`src/rtl/regfile_sequencer_if.sv`:
```
// regfile_sequencer_if: operation request/response and register file port bundle.
// The slave modport is the sequencer's view; master is the controller plus register file.
interface regfile_sequencer_if #(parameter int W = 4);
    logic         start;
    logic [1:0]   op;
    logic [1:0]   ra;
    logic [1:0]   rb;
    logic [1:0]   rd;
    logic [W-1:0] imm;
    logic         busy;
    logic         done;
    logic [W-1:0] result;
    logic         zf;
    logic         cf;
    logic [1:0]   rs;
    logic [1:0]   rt;
    logic [W-1:0] crs;
    logic [W-1:0] crt;
    logic [1:0]   rw;
    logic [W-1:0] dw;
    logic         rwe;
    modport master (
        output start, op, ra, rb, rd, imm, crs, crt,
        input  busy, done, result, zf, cf, rs, rt, rw, dw, rwe
    );
    modport slave (
        input  start, op, ra, rb, rd, imm, crs, crt,
        output busy, done, result, zf, cf, rs, rt, rw, dw, rwe
    );
endinterface

```
`src/rtl/regfile_sequencer.sv`:
```
// regfile_sequencer: runs one LDI/ADD/SUB/AND per start handshake against a 4-entry register file.
// Every output is registered; the FSM computes next values, one register stage commits them.
module regfile_sequencer #(parameter int W = 4) (
    input logic clk,
    input logic rst,
    regfile_sequencer_if.slave bus
);
    typedef enum logic [2:0] {IDLE, PRIME, READ, EXEC, WRITE, DONE} state_t;
    state_t state, next;
    logic [1:0] op_q, ra_q, rb_q, rd_q;
    logic [W:0] sum, diff;
    logic [W-1:0] alu_res;
    logic alu_cf;
    logic [1:0] n_rs, n_rt, n_rw;
    logic [W-1:0] n_dw, n_result;
    logic n_rwe, n_done, n_zf, n_cf;

    assign sum = {1'b0, bus.crs} + {1'b0, bus.crt};
    assign diff = {1'b0, bus.crs} - {1'b0, bus.crt};
    assign alu_res = op_q == 2'b01 ? sum[W-1:0] : op_q == 2'b10 ? diff[W-1:0] : bus.crs & bus.crt;
    assign alu_cf = op_q == 2'b01 ? sum[W] : op_q == 2'b10 ? diff[W] : 1'b0;

    always_comb begin
        next = state;
        n_rs = bus.rs;
        n_rt = bus.rt;
        n_rw = bus.rw;
        n_dw = bus.dw;
        n_rwe = 1'b0;
        n_done = 1'b0;
        n_result = bus.result;
        n_zf = bus.zf;
        n_cf = bus.cf;
        case (state)
            IDLE: if (bus.start) begin
                if (bus.op == 2'b00) begin
                    next = WRITE;
                    n_result = bus.imm;
                    n_zf = bus.imm == '0;
                    n_cf = 1'b0;
                    n_rwe = 1'b1;
                    n_rw = bus.rd;
                    n_dw = bus.imm;
                end else begin
                    // inverted selects force a read-mux transition before the real read
                    next = PRIME;
                    n_rs = ~bus.ra;
                    n_rt = ~bus.rb;
                end
            end
            PRIME: begin
                next = READ;
                n_rs = ra_q;
                n_rt = rb_q;
            end
            READ: next = EXEC;
            EXEC: begin
                next = WRITE;
                n_result = alu_res;
                n_zf = alu_res == '0;
                n_cf = alu_cf;
                n_rwe = 1'b1;
                n_rw = rd_q;
                n_dw = alu_res;
            end
            WRITE: begin
                next = DONE;
                n_done = 1'b1;
            end
            DONE: next = IDLE;
            default: next = IDLE;
        endcase
    end

    always_ff @(posedge clk or posedge rst) begin
        if (rst) begin
            state <= IDLE;
            {op_q, ra_q, rb_q, rd_q} <= '0;
            bus.busy <= 1'b0;
            bus.done <= 1'b0;
            bus.result <= '0;
            bus.zf <= 1'b0;
            bus.cf <= 1'b0;
            bus.rs <= '0;
            bus.rt <= '0;
            bus.rw <= '0;
            bus.dw <= '0;
            bus.rwe <= 1'b0;
        end else begin
            state <= next;
            if (state == IDLE && bus.start) {op_q, ra_q, rb_q, rd_q} <= {bus.op, bus.ra, bus.rb, bus.rd};
            bus.busy <= next != IDLE;
            bus.done <= n_done;
            bus.result <= n_result;
            bus.zf <= n_zf;
            bus.cf <= n_cf;
            bus.rs <= n_rs;
            bus.rt <= n_rt;
            bus.rw <= n_rw;
            bus.dw <= n_dw;
            bus.rwe <= n_rwe;
        end
    end
endmodule

```
`src/flat_wrapper.sv`:
```
// flat-port wrapper written by rule: the top's interface ports become plain ports
module regfile_sequencer_flat 
#(parameter int W = 4)
  (clk, rst, bus_start, bus_op, bus_ra, bus_rb, bus_rd, bus_imm, bus_crs, bus_crt, bus_busy, bus_done, bus_result, bus_zf, bus_cf, bus_rs, bus_rt, bus_rw, bus_dw, bus_rwe);
  regfile_sequencer_if #(.W(W)) bus_i ();
  input logic clk;
  input logic rst;
  input wire logic [$bits(bus_i.start)-1:0] bus_start;
  input wire logic [$bits(bus_i.op)-1:0] bus_op;
  input wire logic [$bits(bus_i.ra)-1:0] bus_ra;
  input wire logic [$bits(bus_i.rb)-1:0] bus_rb;
  input wire logic [$bits(bus_i.rd)-1:0] bus_rd;
  input wire logic [$bits(bus_i.imm)-1:0] bus_imm;
  input wire logic [$bits(bus_i.crs)-1:0] bus_crs;
  input wire logic [$bits(bus_i.crt)-1:0] bus_crt;
  output wire logic [$bits(bus_i.busy)-1:0] bus_busy;
  output wire logic [$bits(bus_i.done)-1:0] bus_done;
  output wire logic [$bits(bus_i.result)-1:0] bus_result;
  output wire logic [$bits(bus_i.zf)-1:0] bus_zf;
  output wire logic [$bits(bus_i.cf)-1:0] bus_cf;
  output wire logic [$bits(bus_i.rs)-1:0] bus_rs;
  output wire logic [$bits(bus_i.rt)-1:0] bus_rt;
  output wire logic [$bits(bus_i.rw)-1:0] bus_rw;
  output wire logic [$bits(bus_i.dw)-1:0] bus_dw;
  output wire logic [$bits(bus_i.rwe)-1:0] bus_rwe;
  assign bus_i.start = bus_start;
  assign bus_i.op = bus_op;
  assign bus_i.ra = bus_ra;
  assign bus_i.rb = bus_rb;
  assign bus_i.rd = bus_rd;
  assign bus_i.imm = bus_imm;
  assign bus_i.crs = bus_crs;
  assign bus_i.crt = bus_crt;
  assign bus_busy = bus_i.busy;
  assign bus_done = bus_i.done;
  assign bus_result = bus_i.result;
  assign bus_zf = bus_i.zf;
  assign bus_cf = bus_i.cf;
  assign bus_rs = bus_i.rs;
  assign bus_rt = bus_i.rt;
  assign bus_rw = bus_i.rw;
  assign bus_dw = bus_i.dw;
  assign bus_rwe = bus_i.rwe;
  regfile_sequencer #(.W(W)) u_core (.clk(clk), .rst(rst), .bus(bus_i));
endmodule
```
`config.mk`:
```
export PLATFORM = sky130hd
export DESIGN_NAME = regfile_sequencer_flat
export DESIGN_NICKNAME = d
export VERILOG_FILES = /design/src/rtl/regfile_sequencer_if.sv /design/src/rtl/regfile_sequencer.sv /design/src/flat_wrapper.sv
export SDC_FILE = /design/constraint.sdc
export NUM_CORES = 1
export LEC_CHECK = 0
export ABC_CLOCK_PERIOD_IN_PS = 1400
export CAP_MARGIN = 20
export CORE_UTILIZATION = 43
export CTS_CLUSTER_DIAMETER = 200
export DETAILED_ROUTE_END_ITERATION = 6
export PLACE_DENSITY = 0.75
export SKIP_LAST_GASP = 1
export SLEW_MARGIN = 25
export SYNTH_ARGS = -nofsm -noshare
export SYNTH_HDL_FRONTEND = slang
export SYNTH_SLANG_ARGS = --single-unit
export TNS_END_PERCENT = 20
```
`constraint.sdc`:
```
create_clock -name clk -period 1.4 [get_ports clk]
set_input_delay 0.28 -clock clk [delete_from_list [all_inputs] [get_ports clk]]
set_output_delay 0.28 -clock clk [all_outputs]
set_load 0.03 [all_outputs]
```
Word level (Yosys, flattened, before mapping):

Index checks and enable logic that the tools add are counted.

* register bits after elaboration: 26
* output and inout bits: 19
* input bits: 23
* logic and storage cells: 67

* equality and inequality tests: 9
* add/sub/neg operators: 2
* muxes and demuxes: 29
* reductions and logical operators: 10
* bitwise operators: 3

Operator list (number)
* $mux W4: 4
* $pmux W3 S5: 1
* $mux W2: 6
* $pmux W2 S2: 3
* $mux W1: 9
* $logic_not A4 Y1: 2
* $pmux W4 S2: 1
* $eq A3 B2 Y1 const B: 2
* $mux W3: 2
* $pmux W1 S2: 3
* $reduce_and A3 Y1: 2
* $add A4 B4 Y5: 1
* $sub A4 B4 Y5: 1
* $and A4 B4 Y4: 1
* $ne A2 B2 Y1 const B: 2
* $not A2 Y2: 2
* $reduce_bool A2 Y1: 2
* $eq A3 B1 Y1 const B: 1
* $eq A3 B3 Y1 const B: 1
* $logic_not A3 Y1: 1
* $reduce_bool A3 Y1: 1
* $eq A2 B1 Y1 const B: 1
* $eq A2 B2 Y1 const B: 1
* $logic_not A2 Y1: 1
* other kinds (2): 2

Depth between registers and ports, before layout:

Gate-level depths: netlist of the first run.

* word-level depth: 5
* depth in mapped cells: 8
* mapped depth without buffers: 8

Worst setup path after synthesis of the first run:

Ideal clock, no wire load.

* path kind: in2reg
* start point: input port bus_crt[2]
* end point: register u_core.bus.zf
* cell stages on the path: 7
* setup slack: -0.427 ns
* buffers on the path: 0
* setup time: 0.140 ns
* data required time: 1.260 ns
* arrival time: 1.686 ns
* cell sequence: inv_1 > ha_1 > or3b_1 > a311oi_1 > and4bb_2 > nand4bb_1 > a31oi_1

* cells in the longest elaborated chain, start to end: 5
* elaborated cells between the ends (all ways): 7
* those cells by class: add/sub (2); mux (3); bitwise (1); reduce/logical (1)

Ends and longest elaborated chain
* start: declaration: RTL line flat_wrapper.sv:15 `input wire logic [$bits(bus_i.crt)-1:0] bus_crt;`
* $sub A4 B4 Y5 / $and A4 B4 Y4 (equally long branches): RTL line regfile_sequencer.sv:19, regfile_sequencer.sv:20
* $mux W4: RTL line regfile_sequencer.sv:20 `assign alu_res = op_q == 2'b01 ? sum[W-1:0] : op_q == 2'b10 ? diff[W-1:0] : bus.crs & bus.crt;`
* $mux W4 *: RTL line regfile_sequencer.sv:20
* $logic_not A4 Y1 *: RTL line regfile_sequencer.sv:60 `n_zf = alu_res == '0;`
* $pmux W1 S2 *: RTL line regfile_sequencer.sv:34 `case (state)`
* end signal: assignment: RTL line regfile_sequencer.sv:95 `bus.zf <= n_zf;`
* end: declaration: RTL line regfile_sequencer_if.sv:28 `output busy, done, result, zf, cf, rs, rt, rw, dw, rwe`

Mark *: on every way between the ends. The rest lies on a longest branch, timed or not.
A chain may end at the register's enable or synchronous reset.

Final worst setup path of the first run:

* start point: register u_core.bus.zf
* end point: output port bus_zf

RTL lines
* end: declaration: RTL line flat_wrapper.sv:19 `output wire logic [$bits(bus_i.zf)-1:0] bus_zf;`

No word-level cell between the ends.

==> flow_summary.yaml, run 1 <==
synthesis:
  synth_edf_count: 0
  yosysSeqAreaShare_pct: 41.27
  synth_top_area_share_pct: 41.27
  synth-main-ff-cell: "dfrtp_1"
  synth_cell_types: 45
  syn_area_mm2: 0.001577
  yosys.area.top_type: "dfrtp_1"
  avgSynthCellArea_um2: 9.978
  syn_nets: 191
  ys.warnings.count: 0
  netlist_instances: 158
  ys_ff_latch: 26
  async_reset_ff_share_pct: 100.0
  synth_area_leaders: "dfrtp_1 (41%), ha_1 (6.3%), mux2_2 (5.7%), mux2i_1 (4.4%), nor2_1 (3.8%)"
sta:
  hold_viol: 0
  fin_crit_sh_pct: 117.9
  tightest_slew_ps: 336.1
  whs_ps: 306.5
  maxSlewViolCount: 0
  clock_skew_ps: 4.480
  fin_ws_ps: -251.2
  maxClockFrequency_mhz: 605.6
  rsz0062_at_grt: "yes"
  relSlewSlack_pct: 77.36
  period_needed_ps: 1651
  setup_viol_count_final: 24
drt:
  vias_per_cell: 4.951
  drc_errors: 0
  first_pass_iters: 4
  routedWlPerCell_um: 12.85
  drt-total-wl_um: 3417
  final_antenna_net_count: 0
  drt_iter0_markers: 44
  num_vias: 1317
clock_network:
  clock_path_buffers: 2
  cts_tree: "built"
  cts.sinks: 26
  h-tree-depth: 1
  cts_root_buffer: "clkbuf_4"
  clkTransAtPathRegs_ps: 130
  hold_buffers: 0
  cts_inserted_buffers: 3
  worstSkewPairLatency_ps: 310
cells_and_area:
  final_area_mm2: 0.002351
  layout-drive-gt1-share_pct: 30.91
  final_core_util_pct: 68.83
  diodes: 0
  syn_to_final_growth_pct: 49.13
  layout.cells.non_filler: 266
  fillCellCount: 275
  nets: 254
place:
  place_inst: 260
  io_buffer_count: 41
  dpl_cell_area_mm2: 0.002207
  dp_hpwl_um: 2728
  gp_congestion: 0.8148
worst_setup_path:
  path_max_fanout: 2
  startpoint_type: "flop"
  r2r-end: "u_core.bus.rs[0]"
  cp-end-kind: "output pin"
  critical_path.max_stage_delay_ps: 670
  cp_num_buf_inv: 1
  cp.required_ps: 1120
  cp_data_arrival_time_ps: 1370
  criticalPathCategory: "flop to output pin"
  path_cells: "clkdlybuf4s50_1"
  timing.rr.start: "u_core.state[1]"
  critPathTopFamily: "buffers and inverters"
  regToRegSetupSlack_ps: -80
  r2r_cells: 6
  cp_slowest_cell: "clkdlybuf4s50_1"
global_routing:
  first_global_vias: 1345
  grt_max_degree: 27
  grt_first_pass_wirelength_um: 5733
  antenna_found_initial: 0
  grt_usage_pct: 18.39
  overflow: 0
job:
  drv_cap: 0
power_and_ir_drop:
  power_per_cell_area_mw_per_mm2: 1922
  power_mw: 4.519
  power_leakage_nw: 1.098
  vdd_drop_max_uv: 1199
floorplanning:
  die_h_um: 62.55
  ios: 42
  die_area_mm2: 0.003913
  die_x_um: 62.55
  core_area_mm2: 0.003416
  start_util_pct: 46.15
  row_count: 21
outcome:
  violations: "negative setup slack"
  outcome: "complete, but fails checks"
min_path:
  hold_class: "input port to async pin"
-- worst max-delay path by stage --
stage | from | endpoint | slack, ps | depth (start not counted)
floorplan | bus_crs[0] | u_core.bus.zf | -300 | 8
global placement | bus_crt[1] | u_core.bus.zf | -960 | 8
detailed placement | bus_crt[1] | u_core.bus.zf | -1000 | 8
CTS | u_core.bus.result[3] | bus_dw[3] | -270 | 1
global route | u_core.bus.rw[1] | bus_rw[1] | -300 | 1
finish | u_core.bus.zf | bus_zf | -250 | 1
-- report_power, final --
group          total [mW]  internal, mW  leakage (nW)  switching, mW
registers            1.39          1.11         0.311          0.280
logic                2.76          1.37         0.766           1.39
clock network       0.363         0.159        0.0210          0.204
total                4.52          2.64          1.10           1.88
-- what timing repair did --
| action | CTS | global route |
|---|---|---|
| endpoints found under the hold margin | 0 | 0 |
| cloned | 1 | 0 |
| buffers inserted | 2 | 0 |
| pin swaps | 16 | 0 |
| resized for setup | 57 | 7 |
| endpoints found under the setup margin | 37 | 38 |
-- tightest hold or removal path: cells and delay by family --
kind	cells	cell delay, ps
buffers and inverters	3	750
-- cell usage in the layout (no fill, tap or decap), drive strengths merged, types with 8 or more instances in the layout --
cell type / netlist / routed
nor2: 16 / 16
mux2: 8 / 8
buf: 10 / 34
inv: 11 / 11
ha: 8 / 8
nand2: 11 / 11
a21oi: 11 / 11
clkdlybuf4s50: 0 / 24
dfrtp: 26 / 26
-- logic make-up (layout without fill, tap and decap cells) --
| logic type | after synthesis | after routing | synth area share [%] |
|---|---|---|---|
| adders and majority gates | 10 | 10 | 8.889 |
| DFF | 26 | 26 | 41.27 |
| xor gates and xnor gates | 3 | 3 | 1.667 |
| AOI/OAI and AO/OA | 31 | 31 | 12.22 |
| muxes | 15 | 15 | 10.16 |
| buffers and inverters | 22 | 84 | 7.222 |
| and+or+nand+nor | 51 | 51 | 18.57 |
-- through the flow --
step | worst slack, ps | TNS, ps
floorplan | -304.5 | -1995
global placement | -961.3 | -8372
detailed placement | -1001 | -8972
CTS | -271.4 | -4996
global route | -299.2 | -4855
finish | -251.2 | -2700
-- cell usage after synthesis (all sizes together), types with 2 or more instances --
cell type,instances
nor2b,3
buf,10
nand2b,3
mux2i,7
nor2,16
or2,2
xnor2,2
a22oi,2
nor3,2
a21oi,11
nand2,11
fa,2
dfrtp,26
mux2,8
inv,11
a211oi,3
a32oi,2
o21ai,7
ha,8
and2,2
-- final cells by class --
cell class	count	area [um^2]	share of cell area, %
Sequential cell	26	651.9	27.73
Clock buffer	4	36.28	1.543
Tap cell	46	57.56	2.448
Multi-Input combinational cell	110	908.4	38.64
Timing Repair Buffer	69	643.1	27.36
Inverter	11	53.80	2.288
-- registers in the layout (all words and copies together), names as in the netlist --
name / cells
u_core.bus.rt: 2
u_core.ra_q: 2
u_core.bus.result: 4
u_core.bus.rw: 2
u_core.bus.zf: 1
u_core.bus.cf: 1
u_core.op_q: 2
u_core.bus.busy: 1
u_core.rd_q: 2
u_core.state: 3
u_core.rb_q: 2
u_core.bus.rwe: 1
u_core.bus.rs: 2
u_core.bus.done: 1
-- per-layer routing --
layer,wire (um),global-route usage (%)
met2,1759,32.88
met5,0,0
met3,191,5.109
met1,1409,21.18
met4,57,5.523
(Power assumes the default switching activity.)
==> run 2: changes to the inputs <==
--- a/config.mk
+++ b/config.mk
@@ -5,8 +5,9 @@
 export SDC_FILE = /design/constraint.sdc
 export NUM_CORES = 1
 export LEC_CHECK = 0
+export ABC_AREA = 0
 export ABC_CLOCK_PERIOD_IN_PS = 1400
-export CAP_MARGIN = 20
+export CAP_MARGIN = 40
 export CORE_UTILIZATION = 43
 export CTS_CLUSTER_DIAMETER = 200
 export DETAILED_ROUTE_END_ITERATION = 6
==> results of run 2 <==
Same layout as run 1: the final DEF is identical, and so are final timing and power.
